===== config.mk =====
export PLATFORM = sky130hd
export DESIGN_NAME = apb_slave_regfile_flat
export DESIGN_NICKNAME = d
export VERILOG_FILES = /design/src/rtl/apb_pkg.sv /design/src/rtl/apb_slave_regfile_if.sv /design/src/rtl/apb_regfile_mem.sv /design/src/rtl/apb_slave_regfile.sv /design/src/flat_wrapper.sv
export SDC_FILE = /design/constraint.sdc
export NUM_CORES = 1
export LEC_CHECK = 0
export CORE_MARGIN = 2
export CORE_UTILIZATION = 55
export CTS_CLUSTER_DIAMETER = 150
export DETAILED_ROUTE_END_ITERATION = 6
export PLACE_DENSITY_LB_ADDON = 0.1
export SYNTH_ARGS = -nofsm -noshare
export SYNTH_HDL_FRONTEND = slang
export SYNTH_SLANG_ARGS = --single-unit

===== constraint.sdc =====
create_clock -name clk -period 2.8 [get_ports clk]
set_input_delay 0.56 -clock clk [delete_from_list [all_inputs] [get_ports clk]]
set_output_delay 0.56 -clock clk [all_outputs]
set_load 0.02 [all_outputs]

===== src/rtl/apb_pkg.sv =====
// Shared types and constants for the APB register-file completer.
package apb_pkg;

  localparam int APB_ADDR_W = 5;
  localparam int APB_DATA_W = 32;

  localparam logic [APB_ADDR_W-1:0] APB_ID_ADDR  = 5'h1F;
  localparam logic [APB_DATA_W-1:0] APB_ID_VALUE = 32'hA9B0_0001;

  typedef enum logic [1:0] {
    IDLE = 2'd0,
    WAIT = 2'd1,
    RESP = 2'd2
  } apb_state_e;

endpackage


===== src/rtl/apb_slave_regfile_if.sv =====
// APB requester/completer signal bundle.
interface apb_slave_regfile_if #(
    parameter int ADDR_W = apb_pkg::APB_ADDR_W,
    parameter int DATA_W = apb_pkg::APB_DATA_W
);

    // Handshake: a transfer is one SETUP cycle (psel=1, penable=0) followed by
    // ACCESS cycles (psel=1, penable=1); it completes on the clock edge that
    // samples psel=1 with pready=1, and pslverr/prdata are meaningful only then.
    logic              psel;
    logic              penable;
    logic              pwrite;
    logic [ADDR_W-1:0] paddr;
    logic [DATA_W-1:0] pwdata;
    logic [DATA_W-1:0] prdata;
    logic              pready;
    logic              pslverr;

    modport master (
        output psel, penable, pwrite, paddr, pwdata,
        input  prdata, pready, pslverr
    );

    modport slave (
        input  psel, penable, pwrite, paddr, pwdata,
        output prdata, pready, pslverr
    );

endinterface


===== src/rtl/apb_regfile_mem.sv =====
// NUM_REGS x DATA_W register array: one write port, one combinational read port.
module apb_regfile_mem #(
    parameter int ADDR_W   = 5,
    parameter int DATA_W   = 32,
    parameter int NUM_REGS = 16
) (
    input  logic              clk,
    input  logic              rst_n,
    input  logic              we,
    input  logic [ADDR_W-1:0] waddr,
    input  logic [DATA_W-1:0] wdata,
    input  logic [ADDR_W-1:0] raddr,
    output logic [DATA_W-1:0] rdata
);

    localparam int IDX_W = (NUM_REGS > 1) ? $clog2(NUM_REGS) : 1;

    logic [DATA_W-1:0] mem [NUM_REGS];

    always_ff @(posedge clk or negedge rst_n) begin
        if (!rst_n) begin
            for (int i = 0; i < NUM_REGS; i++) begin
                mem[i] <= '0;
            end
        end else if (we && (int'(waddr) < NUM_REGS)) begin
            mem[waddr[IDX_W-1:0]] <= wdata;
        end
    end

    // Out-of-range reads return zero so no index ever leaves the array.
    assign rdata = (int'(raddr) < NUM_REGS) ? mem[raddr[IDX_W-1:0]] : '0;

endmodule


===== src/rtl/apb_slave_regfile.sv =====
// APB completer: programmable wait states, RW register file, read-only ID word.
module apb_slave_regfile
    import apb_pkg::*;
#(
    parameter int              ADDR_W      = APB_ADDR_W,
    parameter int              DATA_W      = APB_DATA_W,
    parameter int              NUM_REGS    = 16,
    parameter int              WAIT_CYCLES = 1,
    parameter logic [DATA_W-1:0] ID_VALUE  = APB_ID_VALUE
) (
    input  logic                clk,
    input  logic                rst_n,
    apb_slave_regfile_if.slave  bus,
    output apb_state_e          dbg_state
);

    localparam int                CNT_W   = 4;
    localparam logic [ADDR_W-1:0] ID_ADDR = '1;

    apb_state_e        state_q, state_d;
    logic [CNT_W-1:0]  cnt_q, cnt_d;
    logic [DATA_W-1:0] prdata_q, prdata_d;
    logic              pready_q, pready_d;
    logic              pslverr_q, pslverr_d;
    logic [DATA_W-1:0] mem_rdata;
    logic              mem_we;
    logic              in_range;
    logic              setup;

    assign in_range = int'(bus.paddr) < NUM_REGS;
    assign setup    = bus.psel && !bus.penable;

    apb_regfile_mem #(
        .ADDR_W   (ADDR_W),
        .DATA_W   (DATA_W),
        .NUM_REGS (NUM_REGS)
    ) u_mem (
        .clk   (clk),
        .rst_n (rst_n),
        .we    (mem_we),
        .waddr (bus.paddr),
        .wdata (bus.pwdata),
        .raddr (bus.paddr),
        .rdata (mem_rdata)
    );

    always_comb begin
        state_d   = state_q;
        cnt_d     = cnt_q;
        prdata_d  = prdata_q;
        pready_d  = 1'b0;
        pslverr_d = 1'b0;
        mem_we    = 1'b0;
        unique case (state_q)
            IDLE: begin
                if (setup) begin
                    cnt_d   = CNT_W'(WAIT_CYCLES);
                    state_d = WAIT;
                end
            end
            WAIT: begin
                if (!bus.psel) begin
                    state_d = IDLE;
                end else if (bus.penable) begin
                    if (cnt_q != '0) begin
                        cnt_d = cnt_q - 1'b1;
                    end else begin
                        // Commit edge: address and data are taken only here.
                        state_d  = RESP;
                        pready_d = 1'b1;
                        if (in_range) begin
                            mem_we = bus.pwrite;
                            if (!bus.pwrite) prdata_d = mem_rdata;
                        end else if ((bus.paddr == ID_ADDR) && !bus.pwrite) begin
                            prdata_d = ID_VALUE;
                        end else begin
                            prdata_d  = '0;
                            pslverr_d = 1'b1;
                        end
                    end
                end
            end
            RESP: begin
                if (setup) begin
                    cnt_d   = CNT_W'(WAIT_CYCLES);
                    state_d = WAIT;
                end else begin
                    state_d = IDLE;
                end
            end
            default: state_d = IDLE;
        endcase
    end

    always_ff @(posedge clk or negedge rst_n) begin
        if (!rst_n) begin
            state_q   <= IDLE;
            cnt_q     <= '0;
            prdata_q  <= '0;
            pready_q  <= 1'b0;
            pslverr_q <= 1'b0;
        end else begin
            state_q   <= state_d;
            cnt_q     <= cnt_d;
            prdata_q  <= prdata_d;
            pready_q  <= pready_d;
            pslverr_q <= pslverr_d;
        end
    end

    assign bus.prdata  = prdata_q;
    assign bus.pready  = pready_q;
    assign bus.pslverr = pslverr_q;
    assign dbg_state   = state_q;

endmodule


===== src/flat_wrapper.sv =====
// flat-port wrapper written by rule: the top's interface ports become plain ports
module apb_slave_regfile_flat import apb_pkg::*;
#(
    parameter int              ADDR_W      = APB_ADDR_W,
    parameter int              DATA_W      = APB_DATA_W,
    parameter int              NUM_REGS    = 16,
    parameter int              WAIT_CYCLES = 1,
    parameter logic [DATA_W-1:0] ID_VALUE  = APB_ID_VALUE
)
  (clk, rst_n, dbg_state, bus_psel, bus_penable, bus_pwrite, bus_paddr, bus_pwdata, bus_prdata, bus_pready, bus_pslverr);
  apb_slave_regfile_if #(.ADDR_W(ADDR_W), .DATA_W(DATA_W)) bus_i ();
  input  logic clk;
  input  logic rst_n;
  output apb_state_e dbg_state;
  input wire logic [$bits(bus_i.psel)-1:0] bus_psel;
  input wire logic [$bits(bus_i.penable)-1:0] bus_penable;
  input wire logic [$bits(bus_i.pwrite)-1:0] bus_pwrite;
  input wire logic [$bits(bus_i.paddr)-1:0] bus_paddr;
  input wire logic [$bits(bus_i.pwdata)-1:0] bus_pwdata;
  output wire logic [$bits(bus_i.prdata)-1:0] bus_prdata;
  output wire logic [$bits(bus_i.pready)-1:0] bus_pready;
  output wire logic [$bits(bus_i.pslverr)-1:0] bus_pslverr;
  assign bus_i.psel = bus_psel;
  assign bus_i.penable = bus_penable;
  assign bus_i.pwrite = bus_pwrite;
  assign bus_i.paddr = bus_paddr;
  assign bus_i.pwdata = bus_pwdata;
  assign bus_prdata = bus_i.prdata;
  assign bus_pready = bus_i.pready;
  assign bus_pslverr = bus_i.pslverr;
  apb_slave_regfile #(.ADDR_W(ADDR_W), .DATA_W(DATA_W), .NUM_REGS(NUM_REGS), .WAIT_CYCLES(WAIT_CYCLES), .ID_VALUE(ID_VALUE)) u_core (.clk(clk), .rst_n(rst_n), .bus(bus_i), .dbg_state(dbg_state));
endmodule

Word level (Yosys, flattened, before mapping)
Index checks and enable logic that the tools add are counted.

storage, ports and cells
  register bits = 552
  bits of input ports = 42
  output and inout bits = 36
  logic and storage cells = 86

operators by class
  eq/ne operators = 11
  bitwise gates (word level) = 2
  muxes and demuxes = 35
  reductions and logical operators = 13
  add/subtract/negate cells = 1
  magnitude comparators = 3

operators by type and width
  operator             number
  $bwmux 512           1
  $mux 32              6
  $bmux 32 s4          1
  $demux 32 s4         1
  $mux 1               16
  $mux 4               4
  $reduce_and 5->1     2
  $mux 2               4
  $pmux 4 s2           1
  $ne 2x1->1 const B   3
  $ne 2x2->1 const B   3
  $ne 3x3->1 const B   2
  $pmux 2 s3           1
  $eq 5x5->1 const B   1
  $ge 5x5->1 const B   1
  $lt 5x1->1 const B   1
  $lt 5x5->1 const B   1
  $not 4->5            1
  $logic_and 1x1->1    4
  $reduce_bool 4->1    1
  $sub 4x1->4 const B  1
  $reduce_and 3->1     1
  $eq 2x1->1 const B   1
  $eq 2x2->1 const B   1
  other kinds (5)      6

Logic depth before layout (Yosys ltp)
  word-level depth = 8
  mapped depth = 10
  depth with buffers taken out = 6

Cells and area by module
A second synthesis with hierarchy kept.

unflattened totals
  cells, all modules = 1,803
  area, all modules = 25,620.8 µm²

modules (own cells, without submodules)
  module             cells an instance  instances  area an instance (µm²)
  apb_regfile_mem    1,650              1          23,744.0
  apb_slave_regfile  153                1          1,876.8

Worst setup path before layout
OpenSTA, ideal clock, no wires.

  kind = flip-flop to flip-flop
  start point = reg u_core.cnt_q[0]
  end point = reg u_core.u_mem.mem[225] in the netlist's numbering
  period minus slack after synthesis = 2.750 ns
  cell stages (with the launch flop) = 11
  setup time = 0.125 ns
  buffers on the path = 4
  arrival time = 2.625 ns
  path slack = 0.050 ns
  path through = dfrtp_1 inv_1 ha_1 or3b_1 buf_2 or3_1 buf_2 buf_4 nor4_4 buf_4 mux2_2

on the way
  cells in the longest elaborated chain, start to end = 6

RTL lines
  what                             line                      text
  from (decl)                      apb_slave_regfile.sv:21   logic [CNT_W-1:0] cnt_q, cnt_d;
  from (signal assigned)           apb_slave_regfile.sv:104  cnt_q <= cnt_d;
  $reduce_bool 4->1                apb_slave_regfile.sv:65   if (cnt_q != '0) begin
  $mux 1                           apb_slave_regfile.sv:65
  $mux 1                           apb_slave_regfile.sv:64   end else if (bus.penable) begin
  $mux 1                           apb_slave_regfile.sv:62   if (!bus.psel) begin
  $mux 1                           apb_slave_regfile.sv:54   unique case (state_q)
  $logic_and 1x1->1                apb_regfile_mem.sv:25     end else if (we && (int'(waddr) < NUM_REGS)) begin
  to (signal, indexed assignment)  apb_regfile_mem.sv:26     mem[waddr[IDX_W-1:0]] <= wdata;
  to (decl)                        apb_regfile_mem.sv:18     logic [DATA_W-1:0] mem [NUM_REGS];

No other way between the ends.
A chain may end at the register's enable or synchronous reset.

Worst setup path in the final report
  start point = reg u_core.cnt_q[0]
  end point = reg u_core.u_mem.mem[257] in the netlist's numbering

Same word-level chain as after synthesis.

==> summary.txt <==
STA
----------------------------------------------------------------------------------------------------
Clock skew                                                                                 0.0142 ns
Maximum clock frequency                                                                      366 MHz
Final-report max-slew violation count                                                              0
Post-route fraction of the period consumed by the critical path                                97.7%
Worst Tran Pin Value                                                                        0.642 ns
Minimum period implied by the final worst setup slack                                        2.74 ns
Slew Limit Headroom                                                                            57.1%
Final setup violating endpoints                                                                    0
Unrepaired setup endpoints after global routing                                                   no
Number of hold violations in the final report                                                      0
Final sum of negative setup slack                                                               0 ns

CLOCK TREE
----------------------------------------------------------------------------------------------------
Clock-pin slew reported for the worst setup and hold paths after clock tree synthesis        0.06 ns
Buffer levels on the longest clock path                                                            3
Number of clock buffers inserted by TritonCTS                                                     58
TritonCTS clock tree                                                                             yes
Deepest level of the CTS H-tree                                                                    2
Clock insertion delay at the later pin of the skew report                                    0.62 ns
TritonCTS sink count                                                                             552
Clk root buf                                                                            sky130_fd_sc_hd__clkbuf_16

PWR
----------------------------------------------------------------------------------------------------
Static leakage                                                                               14.5 nW
Areal power density over the cells                                                        588 nW/µm²
Gate power share                                                                                5.9%
Part of the total power dissipated in the clock network                                        46.1%
Sequential share of power                                                                      47.9%
Max VDD drop                                                                                0.454 mV
Internal Power                                                                              0.0132 W
Switching part of the total                                                                    22.7%
Net switching component of the power                                                       0.00388 W

SETUP PATH
----------------------------------------------------------------------------------------------------
Category of the critical setup timing path                                                   reg2reg
Maximum fanout along the worst path                                                               21
Startpoint kind of the worst setup timing path                                                  flop
Number of cells traversed by the worst register-to-register path                                   8
Timing endpoint of the critical path                                                    u_core.u_mem.mem[257]
R2R Path Start                                                                          u_core.cnt_q[0]
Setup crit start                                                                        u_core.cnt_q[0]
Data arrival time of the critical path                                                       3.23 ns
Endpoint required time on the critical path                                                  3.30 ns
Internal reg-to-reg setup slack                                                              0.06 ns
Reg-to-reg critical path endpoint                                                       u_core.u_mem.mem[257]
Type of element capturing the critical path                                                     flop

FLOORPLANNING
----------------------------------------------------------------------------------------------------
Initial core utilization                                                                       55.3%
Site row count                                                                                    78
Boundary pin count                                                                                78
Die outline height                                                                            217 µm
Area enclosed by the die boundary                                                         47,100 µm²
Area inside the core boundary                                                             45,100 µm²
Floorplan die width                                                                           217 µm

SYNTHESIS
----------------------------------------------------------------------------------------------------
Synth unique cells                                                                                41
Asr flop ratio synth                                                                            100%
Flip-flop and latch count after synthesis                                                        552
Top post-synthesis cells by area                                                        sky130_fd_sc_hd__dfrtp_1 (55%), sky130_fd_sc_hd__mux2_2 (19%), sky130_fd_sc_hd__mux4_2 (12%)
Number of enable flip-flop cells after synthesis                                                   0
Prevailing post-synth register cell                                                     sky130_fd_sc_hd__dfrtp_1
Gate count of the mapped netlist                                                               1,518
Average instance area after synthesis                                                       16.4 µm²
Proportion of synthesized chip area in sequential cells                                        55.4%
Total standard cell area after synthesis                                                  25,000 µm²
Yosys warning count                                                                                0
Area share of the largest cell type after synthesis                                            55.4%
Net count of the mapped netlist                                                                1,562
Cell accounting for the most synthesized area                                           sky130_fd_sc_hd__dfrtp_1

FINISH
----------------------------------------------------------------------------------------------------
Reg area                                                                                  13,800 µm²
Filler instances                                                                               3,300
Commonest non-fill, non-tap cell in the layout                                          sky130_fd_sc_hd__dfrtp_1
Finished Core Util                                                                             64.6%
Finished Layout Cells                                                                          2,262
Ant. Diodes                                                                                        0
Most frequent cells in the layout                                                       sky130_fd_sc_hd__dfrtp_1 (552), sky130_fd_sc_hd__mux2_2 (421), sky130_fd_sc_hd__mux4_2 (128)
Area of the multi-input gates                                                             10,500 µm²
Nets@finish                                                                                    1,660
Area growth from synthesis to layout                                                           16.6%
Fraction of layout cells with a size suffix above 1                                            49.9%

GLOBAL ROUTE
----------------------------------------------------------------------------------------------------
Wire length of the first global-routing pass                                               90,300 µm
Aggregate global routing overflow                                                                  0
Antenna violations before repair                                                                   1
Pin count of the biggest net entering global routing                                              76
Total track usage                                                                              25.4%
Vias in the first global route                                                                14,700

DRT
----------------------------------------------------------------------------------------------------
Antenna-violating nets left                                                                        0
Number of detailed-route iterations in the first pass                                              4
Vias                                                                                          13,700
DR WL/cell                                                                                   25.4 µm
Via-to-Cell Ratio                                                                               6.05
Drt total wl                                                                               57,600 µm
Number of design rule violations left after detail routing                                         0
Iteration-0 DRC Markers                                                                          836

PLACEMENT
----------------------------------------------------------------------------------------------------
Detailed placer's ending HPWL                                                              34,300 µm
Routability congestion estimate from global placement                                          0.766
I/O Buffers                                                                                       77
# placed instances                                                                             2,149

OUTCOME
----------------------------------------------------------------------------------------------------
Result of the run                                                                       finished, final reports clean

WORST HOLD PATH
----------------------------------------------------------------------------------------------------
Worst hold stages                                                                                  1
Type of the most critical hold path                                                          reg2reg
Worst Hold Launch                                                                       u_core.bus.prdata[14]

JOB
----------------------------------------------------------------------------------------------------
Max-cap violations                                                                                 0

==> timing repair <==
| action | CTS | global route |
|---|---|---|
| setup buffers | 1 | 2 |
| endpoints found under the setup margin | 254 | 35 |
| gates resized for setup | 7 | 6 |
| cloned | 1 | 2 |
| hold endpoints to repair | 56 | 0 |
| pin swaps | 2 | 1 |
| hold buffers | 1 | 0 |
==> worst min path at each step <==
stage,to,slack [ns]
after floorplan,u_core.bus.prdata[0],0.26
after global routing,u_core.u_mem.mem[52],0.49
after CTS,u_core.bus.prdata[15],0.48
final,u_core.bus.prdata[14],0.48
after detailed placement,u_core.bus.prdata[15],0.47
after global placement,u_core.bus.prdata[14],0.46
==> cells in the mapped netlist (all sizes together), types with 2 or more instances <==
| cell type | n |
|---|---|
| inv | 3 |
| or3 | 3 |
| or4 | 3 |
| mux4 | 128 |
| ha | 2 |
| nand2b | 6 |
| xor2 | 2 |
| mux2 | 512 |
| nand3 | 2 |
| nor4 | 3 |
| a211o | 8 |
| nand2 | 5 |
| mux2i | 64 |
| buf | 73 |
| a21o | 24 |
| nand4 | 2 |
| nor3 | 10 |
| o22ai | 32 |
| clkbuf | 65 |
| nor2 | 8 |
| dfrtp | 552 |
==> metal layers <==
metal	global-route usage, %	part of all wire [%]
met4	7.47	2.5
met5	0	0.023
met1	35.9	45
met2	41.4	49
met3	3.97	3.4
==> kinds of logic (layout without fill, tap and decap cells) <==
kind of cell,count (synthesis),count (layout),synth area share (%)
AO/OA/AOI/OAI,66,66,1.87
flip-flops,552,552,55.4
buffers and inverters,141,285,2.88
AND/OR/NAND/NOR,50,50,1.56
XOR/XNOR,3,3,0.105
multiplexers,704,704,38.1
adder cells (fa/ha/maj),2,2,0.100
==> sequential cells by signal, summed over array words and instances, names as in the netlist <==
| register | flops |
|---|---|
| u_core.cnt_q | 4 |
| u_core.u_mem.mem | 512 |
| u_core.bus.prdata | 32 |
| u_core.bus.pslverr | 1 |
| u_core.bus.pready | 1 |
| u_core.dbg_state | 2 |
==> stage by stage <==
| stage | total power (W) | setup slack, ns | area [µm²] | hold slack (ns) |
|---|---|---|---|---|
| 6_report | 0.0171 | 0.0645 | 29100 | 0.480 |
| 5_1_grt | 0.0177 | 0.00177 | 29100 | 0.492 |
| 4_1_cts | 0.0173 | 0.0549 | 29000 | 0.479 |
| 3_5_place_dp | 0.00937 | -0.317 | 27000 | 0.465 |
| 3_3_place_gp | 0.00934 | -0.272 | 27000 | 0.458 |
| 2_1_floorplan | 0.00885 | 0.0505 | 25000 | 0.264 |
==> final cells by class <==
cell class / count / share of cell area [%]
sequential: 552 / 47.5
multi-input combinational: 825 / 36.0
timing repair buffer: 176 / 7.19
clock buffer: 78 / 5.63
tap: 600 / 2.58
clock inverter: 28 / 1.15
inverter: 3 / 0.0387
==> critical path, cell delays in order, from the launching register on <==
cell and delay (ns):
sky130_fd_sc_hd__dfrtp_1 0.39, sky130_fd_sc_hd__inv_2 0.06, sky130_fd_sc_hd__ha_2 0.17, sky130_fd_sc_hd__or3b_4 0.39, sky130_fd_sc_hd__or3_4 0.40, sky130_fd_sc_hd__buf_4 0.16, sky130_fd_sc_hd__or3_2 0.52, sky130_fd_sc_hd__buf_12 0.21
sky130_fd_sc_hd__mux2_2 0.29
==> power groups by stage <==
stage	clock (W)	sequential [W]	combinational, W
after floorplan	0	0.00833	0.000511
after global placement	0	0.00834	0.00100
after detailed placement	0	0.00834	0.00102
after CTS	0.00807	0.00820	0.00103
after global routing	0.00839	0.00822	0.00111
final	0.00790	0.00820	0.00101
Power figures use the tool's default switching activity.
